File: config.mk
export PLATFORM = sky130hd
export DESIGN_NAME = cam_line_packer
export DESIGN_NICKNAME = d
export VERILOG_FILES = /design/src/rtl/cam_line_packer.sv
export SDC_FILE = /design/constraint.sdc
export NUM_CORES = 1
export LEC_CHECK = 0
export CAP_MARGIN = 5
export CELL_PAD_IN_SITES_DETAIL_PLACEMENT = 1
export CELL_PAD_IN_SITES_GLOBAL_PLACEMENT = 1
export CORE_MARGIN = 8
export CORE_UTILIZATION = 30
export CTS_CLUSTER_SIZE = 10
export DETAILED_ROUTE_END_ITERATION = 7
export MAX_ROUTING_LAYER = met4
export PLACE_DENSITY_LB_ADDON = 0.25
export SLEW_MARGIN = 20
export SYNTH_ARGS = -nofsm -noshare
export SYNTH_HDL_FRONTEND = slang
export SYNTH_SLANG_ARGS = --single-unit
File: constraint.sdc
create_clock -name i_clk -period 3.46 [get_ports i_clk]
set_clock_uncertainty 0.1 [all_clocks]
set_input_delay 0.692 -clock i_clk [delete_from_list [all_inputs] [get_ports i_clk]]
set_output_delay 0.692 -clock i_clk [all_outputs]
set_load 0.05 [all_outputs]
File: src/rtl/cam_line_packer.sv
// rtl/cam_line_packer.sv - packs camera lines into fixed p_cols-word SDRAM lines with frame/line flags
module cam_line_packer #(
    parameter int                      p_dram_dataw = 16,
    parameter int                      p_cols       = 640,
    parameter int                      p_rows       = 480,
    parameter logic [p_dram_dataw-1:0] p_fill       = '0
) (
    input  logic                      i_clk,
    input  logic                      i_rst,
    input  logic                      i_frame_start,
    input  logic                      i_line_start,
    input  logic                      i_line_end,
    input  logic                      i_pix_valid,
    input  logic [p_dram_dataw-1:0]   i_pix_data,
    output logic                      o_valid,
    output logic [p_dram_dataw+1:0]   o_data,
    input  logic                      i_ready,
    output logic                      o_overflow,
    output logic [15:0]               o_drop_count,
    output logic [$clog2(p_rows):0]   o_line_count
);

    localparam int cw = $clog2(p_cols) + 1;
    localparam int rw = $clog2(p_rows) + 1;
    localparam int ow = p_dram_dataw + 2;

    typedef enum logic [2:0] {IDLE, WAIT_LINE, ACTIVE, PAD, SKIP} state_t;

    state_t        state, state_nxt;
    logic [cw-1:0] col, col_nxt, col_base, col_inc;
    logic [rw-1:0] row, row_nxt;
    logic          frame_flag, frame_flag_nxt;
    logic          skip_after_pad, skip_after_pad_nxt;

    logic [ow-1:0] mem [2];
    logic          rd_ptr, wr_ptr;
    logic [1:0]    count;
    logic          pop, push, full_eff;
    logic [ow-1:0] push_word;

    logic          line_entry, take_pix, pad_go, col_step, word_first, drop;
    logic [1:0]    flags;

    assign pop      = (count != 2'd0) && i_ready;
    assign full_eff = (count == 2'd2) && !pop;
    assign o_valid  = (count != 2'd0);
    assign o_data   = mem[rd_ptr];
    assign o_line_count = row;

    always_ff @(posedge i_clk) begin
        if (i_rst) begin
            state          <= IDLE;
            col            <= '0;
            row            <= '0;
            frame_flag     <= 1'b0;
            skip_after_pad <= 1'b0;
        end else begin
            state          <= state_nxt;
            col            <= col_nxt;
            row            <= row_nxt;
            frame_flag     <= frame_flag_nxt;
            skip_after_pad <= skip_after_pad_nxt;
        end
    end

    // A frame marker coinciding with a line marker opens the line in the same cycle.
    always_comb begin
        line_entry = (i_frame_start && i_line_start) ||
                     (state == WAIT_LINE && !i_frame_start && i_line_start && row < rw'(p_rows));
        take_pix   = i_pix_valid && (line_entry || (state == ACTIVE && !i_frame_start));
        pad_go     = (state == PAD) && !i_frame_start && !full_eff;
        col_step   = take_pix || pad_go;
        col_base   = line_entry ? '0 : col;
        col_inc    = col_base + cw'(1);
        word_first = (col_base == '0);
        flags      = word_first ? {frame_flag || i_frame_start, 1'b1} : 2'b00;
        push       = col_step && !full_eff;
        drop       = take_pix && full_eff;
        push_word  = {take_pix ? i_pix_data : p_fill, flags};
    end

    always_comb begin
        state_nxt          = state;
        col_nxt            = col;
        row_nxt            = row;
        frame_flag_nxt     = frame_flag;
        skip_after_pad_nxt = skip_after_pad;
        if (col_step) begin
            col_nxt = col_inc;
        end else if (line_entry) begin
            col_nxt = '0;
        end
        if (col_step && word_first) begin
            frame_flag_nxt = 1'b0;
        end
        if (i_frame_start) begin
            row_nxt            = '0;
            frame_flag_nxt     = !(col_step && word_first);
            skip_after_pad_nxt = 1'b0;
            state_nxt          = i_line_start ? ACTIVE : WAIT_LINE;
        end else begin
            case (state)
                IDLE: ;
                WAIT_LINE: begin
                    if (i_line_start) begin
                        state_nxt = (row < rw'(p_rows)) ? ACTIVE : SKIP;
                    end
                end
                ACTIVE: begin
                    if (col_step && col_inc == cw'(p_cols)) begin
                        row_nxt   = row + rw'(1);
                        state_nxt = i_line_end ? WAIT_LINE : SKIP;
                    end else if (i_line_end) begin
                        state_nxt = PAD;
                    end else if (i_line_start) begin
                        state_nxt          = PAD;
                        skip_after_pad_nxt = 1'b1;
                    end
                end
                PAD: begin
                    if (i_line_start) begin
                        skip_after_pad_nxt = 1'b1;
                    end
                    if (col_step && col_inc == cw'(p_cols)) begin
                        row_nxt            = row + rw'(1);
                        state_nxt          = (skip_after_pad || i_line_start) ? SKIP : WAIT_LINE;
                        skip_after_pad_nxt = 1'b0;
                    end
                end
                SKIP: begin
                    if (i_line_end) begin
                        state_nxt = WAIT_LINE;
                    end
                end
                default: state_nxt = IDLE;
            endcase
        end
    end

    always_ff @(posedge i_clk) begin
        if (i_rst) begin
            o_overflow   <= 1'b0;
            o_drop_count <= '0;
        end else begin
            if (drop) begin
                o_overflow <= 1'b1;
            end else if (i_frame_start) begin
                o_overflow <= 1'b0;
            end
            if (drop && o_drop_count != 16'hFFFF) begin
                o_drop_count <= o_drop_count + 16'd1;
            end
        end
    end

    always_ff @(posedge i_clk) begin
        if (i_rst) begin
            for (int i = 0; i < 2; i++) begin
                mem[i] <= '0;
            end
            rd_ptr <= 1'b0;
            wr_ptr <= 1'b0;
            count  <= 2'd0;
        end else begin
            if (push) begin
                mem[wr_ptr] <= push_word;
                wr_ptr      <= ~wr_ptr;
            end
            if (pop) begin
                rd_ptr <= ~rd_ptr;
            end
            case ({push, pop})
                2'b10:   count <= count + 2'd1;
                2'b01:   count <= count - 2'd1;
                default: count <= count;
            endcase
        end
    end

endmodule

==> impl.org <==
** Setup path
- Crit-path slowest cell :: sky130_fd_sc_hd__or4b_1
- Tracing the worst setup path back leads to its startpoint at i_frame_start.
- In this run the worst path has a maximum fanout of 5.
- The startpoint identified for the worst register-to-register timing path is o_line_count[9]$_SDFFE_PP0P_.
- Delay of the slowest cell on the worst path :: 530 ps
- Data on the critical path is required at its endpoint by 3630 ps.
- STA classifies the critical path endpoint as a flop.
- STA classifies the critical path startpoint as an input port.
- Data on the critical path arrives at its endpoint at 3460 ps.
- The critical path is of the input port to flop type.
- Cells along the critical path :: clkdlybuf4s50_1 -> a21o_1 -> nand2_1 -> and2_4 -> ha_1 -> or4b_1 -> o311ai_2 -> o2111a_2 -> nand4_4 -> or4_4 -> a21oi_1
- The number of buffers and inverters on the critical path is 1.
- The kind of cell with the highest combined delay along the critical path is simple AND/OR/NAND/NOR gates.

** GRT
- Tot GR Track Use :: 0.1350
- Global-route wire length before repair :: 19150 µm
- Entering global routing, the biggest net connects 33 pins.
- The initial antenna violation count came to 0.
- Number of global-route vias before repair :: 3758
- Aggregate global routing overflow :: 0

** Synth
- Post-Synthesis Cell Area :: 4187 µm²
- Fraction of the mapped netlist area in compound gates :: 0.09444
- Of the synthesized area, sequential elements account for 0.4877.
- Yosys mapped the design onto 61 distinct sky130hd cell types.
- In the post-synthesis netlist, the biggest area contributors are sky130_fd_sc_hd__edfxtp_1 (26%), sky130_fd_sc_hd__dfxtp_1 (23%), sky130_fd_sc_hd__nor2_1 (5.8%).
- In this run, synthesis produced a sequential element count of 84.
- Synthesis produced a netlist whose cell count is 433.
- Post-synth top flop :: sky130_fd_sc_hd__dfxtp_1
- Largest area contributor in the synthesized netlist :: sky130_fd_sc_hd__edfxtp_1
- Count of yosys warnings during synthesis :: 0
- After synthesis, the largest family of logic cells by area is simple AND/OR/NAND/NOR gates.
- Ranked by instance count, the synthesized netlist is headed by sky130_fd_sc_hd__nor2_1 (65), sky130_fd_sc_hd__dfxtp_1 (48), sky130_fd_sc_hd__nand2_1 (42).
- Of the total synthesized cell area, the portion taken by AND, OR, NAND and NOR gates is 0.2504.
- After synthesis, the share of flip-flops with an asynchronous set or reset is 0.
- By instance count, the leading cell after synthesis is sky130_fd_sc_hd__nor2_1.
- Post-synth top area share :: 0.2582
- Of the post-synthesis cell area, the part taken by muxes is 0.05559.
- Of the total synthesized cell area, the portion taken by XOR and XNOR cells is 0.05858.
- The synthesized design contains 36 enable-type register cells.
- Avg Synthesized Cell Area :: 9.669 µm²
- Counting every net in the synthesized netlist gives 462.
- Of the total synthesized cell area, the portion taken by full adders, half adders and majority gates is 0.01793.

** Timing
- Max-slew violation count :: 0
- After layout, the minimum clock period comes to 3285 ps.
- Headroom to the max-slew limit came out at 0.4514.
- Count of final hold-check violations :: 0
- Total setup violations reported at the end of the flow :: 0
- Dividing the final minimum period by the clock period gives 0.9495.
- Achievable frequency :: 304.4 MHz
- Worst Max-Slew Pin Slew :: 821.7 ps
- Setup repair after global routing left no endpoint under its margin.
- WHS :: 392.9 ps

** Route
- Wire length reported by the detailed router :: 11530 µm
- Via count :: 3516
- The count of nets left with antenna violations once routing finished came out at 0.
- DRC :: 0
- After detailed routing, the average wire length per cell comes to 16.40 µm.
- The detailed router finished its first iteration with 187 violations.
- Drt via density :: 5.001
- The first detailed-routing pass ran for 4 iterations.

** Power and ir drop
- Of the total power, the clock network draws 0.365.
- For this design the static power due to leakage is 0.001903 µW.
- Internal portion of total power :: 1878 µW
- For this design the total switching power over the nets is 783.3 µW.
- VDD sags by at most 0.1768 mV.
- Of the total power, the share spent switching nets is 0.2943.
- Of the total power, registers draw 0.416.
- In this run the power density over the cells is 482.6 nW/µm².
- The share of total power dissipated in combinational logic is 0.219.

** Final layout
- Area taken by multi-input logic gates :: 2011 µm²
- At the end of the flow the core is filled with cells to 0.4003.
- Area grow syn2layout :: 31.71%
- Final nets :: 547
- Fill cells in the final layout number 1593.
- Final cell count without fillers :: 703
- Share of post-route cells with drive strength above 1 :: 0.1549
- Registers take 2044 µm².
- The repair_antennas step left the layout with diodes totalling 0.

** Floorplan
- In this run the core area contains 43 standard-cell rows.
- Height of the die :: 134.1 µm
- 69 I/O pins were placed.
- From left edge to right edge, the die measures 134.1 µm.
- Initial core utilization :: 0.3040
- Die ar. :: 17990 µm²
- In this run the standard cell core region covers 13770 µm².

** Placed design
- Routability-driven placement finished with a final weighted congestion of 0.8022.
- Detailed placement finished with a half-perimeter wire length of 7903 µm.
- During placement, the flow inserted port buffers numbering 68.
- Inst Count DP :: 686

** Hold path
- The tightest min-delay check is of the flop to flop type.
- Start point of the worst min-delay path :: o_overflow$_SDFFE_PP0P_

** Clock tree
- The clock drives 84 sinks.
- The clock passes through at most 2 buffers.
- The later pin in the worst-skew pair is clocked with a latency of 340 ps.
- The H-tree was split into 3 levels.
- The cell sitting at the root of the clock tree is a sky130_fd_sc_hd__clkbuf_16.
- The number of clock buffers added by TritonCTS is 9.
- TritonCTS built the clock tree.
- For this design, the CTS-stage hold fixing added 0 buffers.
- After clock tree synthesis, the clock-pin slew on the worst setup and hold paths is 60 ps.

** Status
- The run finished with clean final reports.

** Job
- Max-cap violations in this run came to 0.
cells in the final DEF (no fill, tap or decap), types with 2 or more instances in the layout:
cell type	instances
sky130_fd_sc_hd__clkinv_2	2
sky130_fd_sc_hd__nor2b_1	3
sky130_fd_sc_hd__xor2_1	13
sky130_fd_sc_hd__dfxtp_1	46
sky130_fd_sc_hd__nor3b_1	2
sky130_fd_sc_hd__clkbuf_16	9
sky130_fd_sc_hd__o21ai_0	13
sky130_fd_sc_hd__inv_1	9
sky130_fd_sc_hd__buf_4	28
sky130_fd_sc_hd__nand3_1	10
sky130_fd_sc_hd__mux2_2	18
sky130_fd_sc_hd__a21oi_1	17
sky130_fd_sc_hd__o21a_1	4
sky130_fd_sc_hd__nand4_1	11
sky130_fd_sc_hd__xnor2_1	15
sky130_fd_sc_hd__or4_1	2
sky130_fd_sc_hd__and4_1	3
sky130_fd_sc_hd__nand2b_1	3
sky130_fd_sc_hd__o31ai_1	4
sky130_fd_sc_hd__nor4b_2	2
sky130_fd_sc_hd__ha_1	6
sky130_fd_sc_hd__and3_1	4
sky130_fd_sc_hd__and2_1	3
sky130_fd_sc_hd__nor3_1	10
sky130_fd_sc_hd__or3_1	8
sky130_fd_sc_hd__nand3b_1	2
sky130_fd_sc_hd__nand2_1	42
sky130_fd_sc_hd__edfxtp_1	36
sky130_fd_sc_hd__o21ai_1	4
sky130_fd_sc_hd__nor2_1	65
sky130_fd_sc_hd__mux2i_1	3
sky130_fd_sc_hd__or4b_1	2
sky130_fd_sc_hd__dfxtp_2	2
sky130_fd_sc_hd__or2_2	2
sky130_fd_sc_hd__clkdlybuf4s50_1	67
sky130_fd_sc_hd__nor4_1	19
sky130_fd_sc_hd__o211ai_1	2
sky130_fd_sc_hd__a22oi_1	2
logic make-up (layout without fill, tap and decap cells):
family,count (synthesis),in the layout
and+or+nand+nor,202,202
buffers and inverters,32,122
AOI/OAI and AO/OA,60,60
DFF,84,84
xor gates and xnor gates,28,28
muxes,21,21
adders and majority gates,6,6
flip-flops by register name, summed over array words and instances (netlist names), named ones only:
name and flops:
col 11, count 2, mem 36, o_overflow 1, frame_flag 1, state 3, o_drop_count 16, skip_after_pad 1
o_line_count 10, wr_ptr 1, rd_ptr 1
path summary, 6_finish.rpt:
check,to,slack (ps),cells after the start
max,o_line_count[9]$_SDFFE_PP0P_,170,11
min,o_overflow$_SDFFE_PP0P_,390,2
max reg2reg,o_line_count[9]$_SDFFE_PP0P_,250,11
min reg2reg,o_overflow$_SDFFE_PP0P_,390,2
repair_timing:
item / 4_1_cts / 5_1_grt
endpoints found under the setup margin: 0 / 4
resized for setup: 0 / 4
buffers inserted: 0 / 1
stage by stage:
stage / setup TNS (ps) / total power (µW) / area, µm² / setup slack, ps
3_5_place_dp: -999.3 / 1718 / 5197 / -228.6
6_report: 0 / 2661 / 5514 / 174.8
4_1_cts: 0 / 2696 / 5492 / 119.2
5_1_grt: 0 / 2767 / 5514 / 31.59
3_3_place_gp: -340.6 / 1709 / 5197 / -123.7
2_1_floorplan: 0 / 1512 / 4188 / 68.30
power by group through the flow:
stage | clock network [µW] | registers, µW | logic [µW]
after floorplan | 0 | 1120 | 396
after global placement | 0 | 1130 | 583
after detailed placement | 0 | 1130 | 588
after CTS | 997 | 1110 | 591
after global routing | 1030 | 1110 | 621
final | 970 | 1110 | 584
layout make-up:
cell class,instances,share of cell area
Inverter,9,0.006127
Timing Repair Buffer,97,0.1643
Clock inverter,5,0.009303
Sequential cell,84,0.3708
Clock buffer,11,0.04402
Tap cell,180,0.04084
Multi-Input combinational cell,317,0.3646
tightest hold or removal path: cells and delay by family, from the launching register on:
family | cells | cell delay, ps
AOI/OAI and AO/OA | 1 | 60
DFF | 1 | 320
and+or+nand+nor | 1 | 70
metal layers:
| metal | vias to the layer above | global-route usage | routed length, µm |
|---|---|---|---|
| met3 | 10 | 0.02356 | 417 |
| li1 | 1733 | - | - |
| met2 | 68 | 0.2223 | 5452 |
| met1 | 1705 | 0.1623 | 5498 |
| met4 | 0 | 0.05053 | 163 |
| met5 | - | - | 0 |
Power figures use the tool's default switching activity.
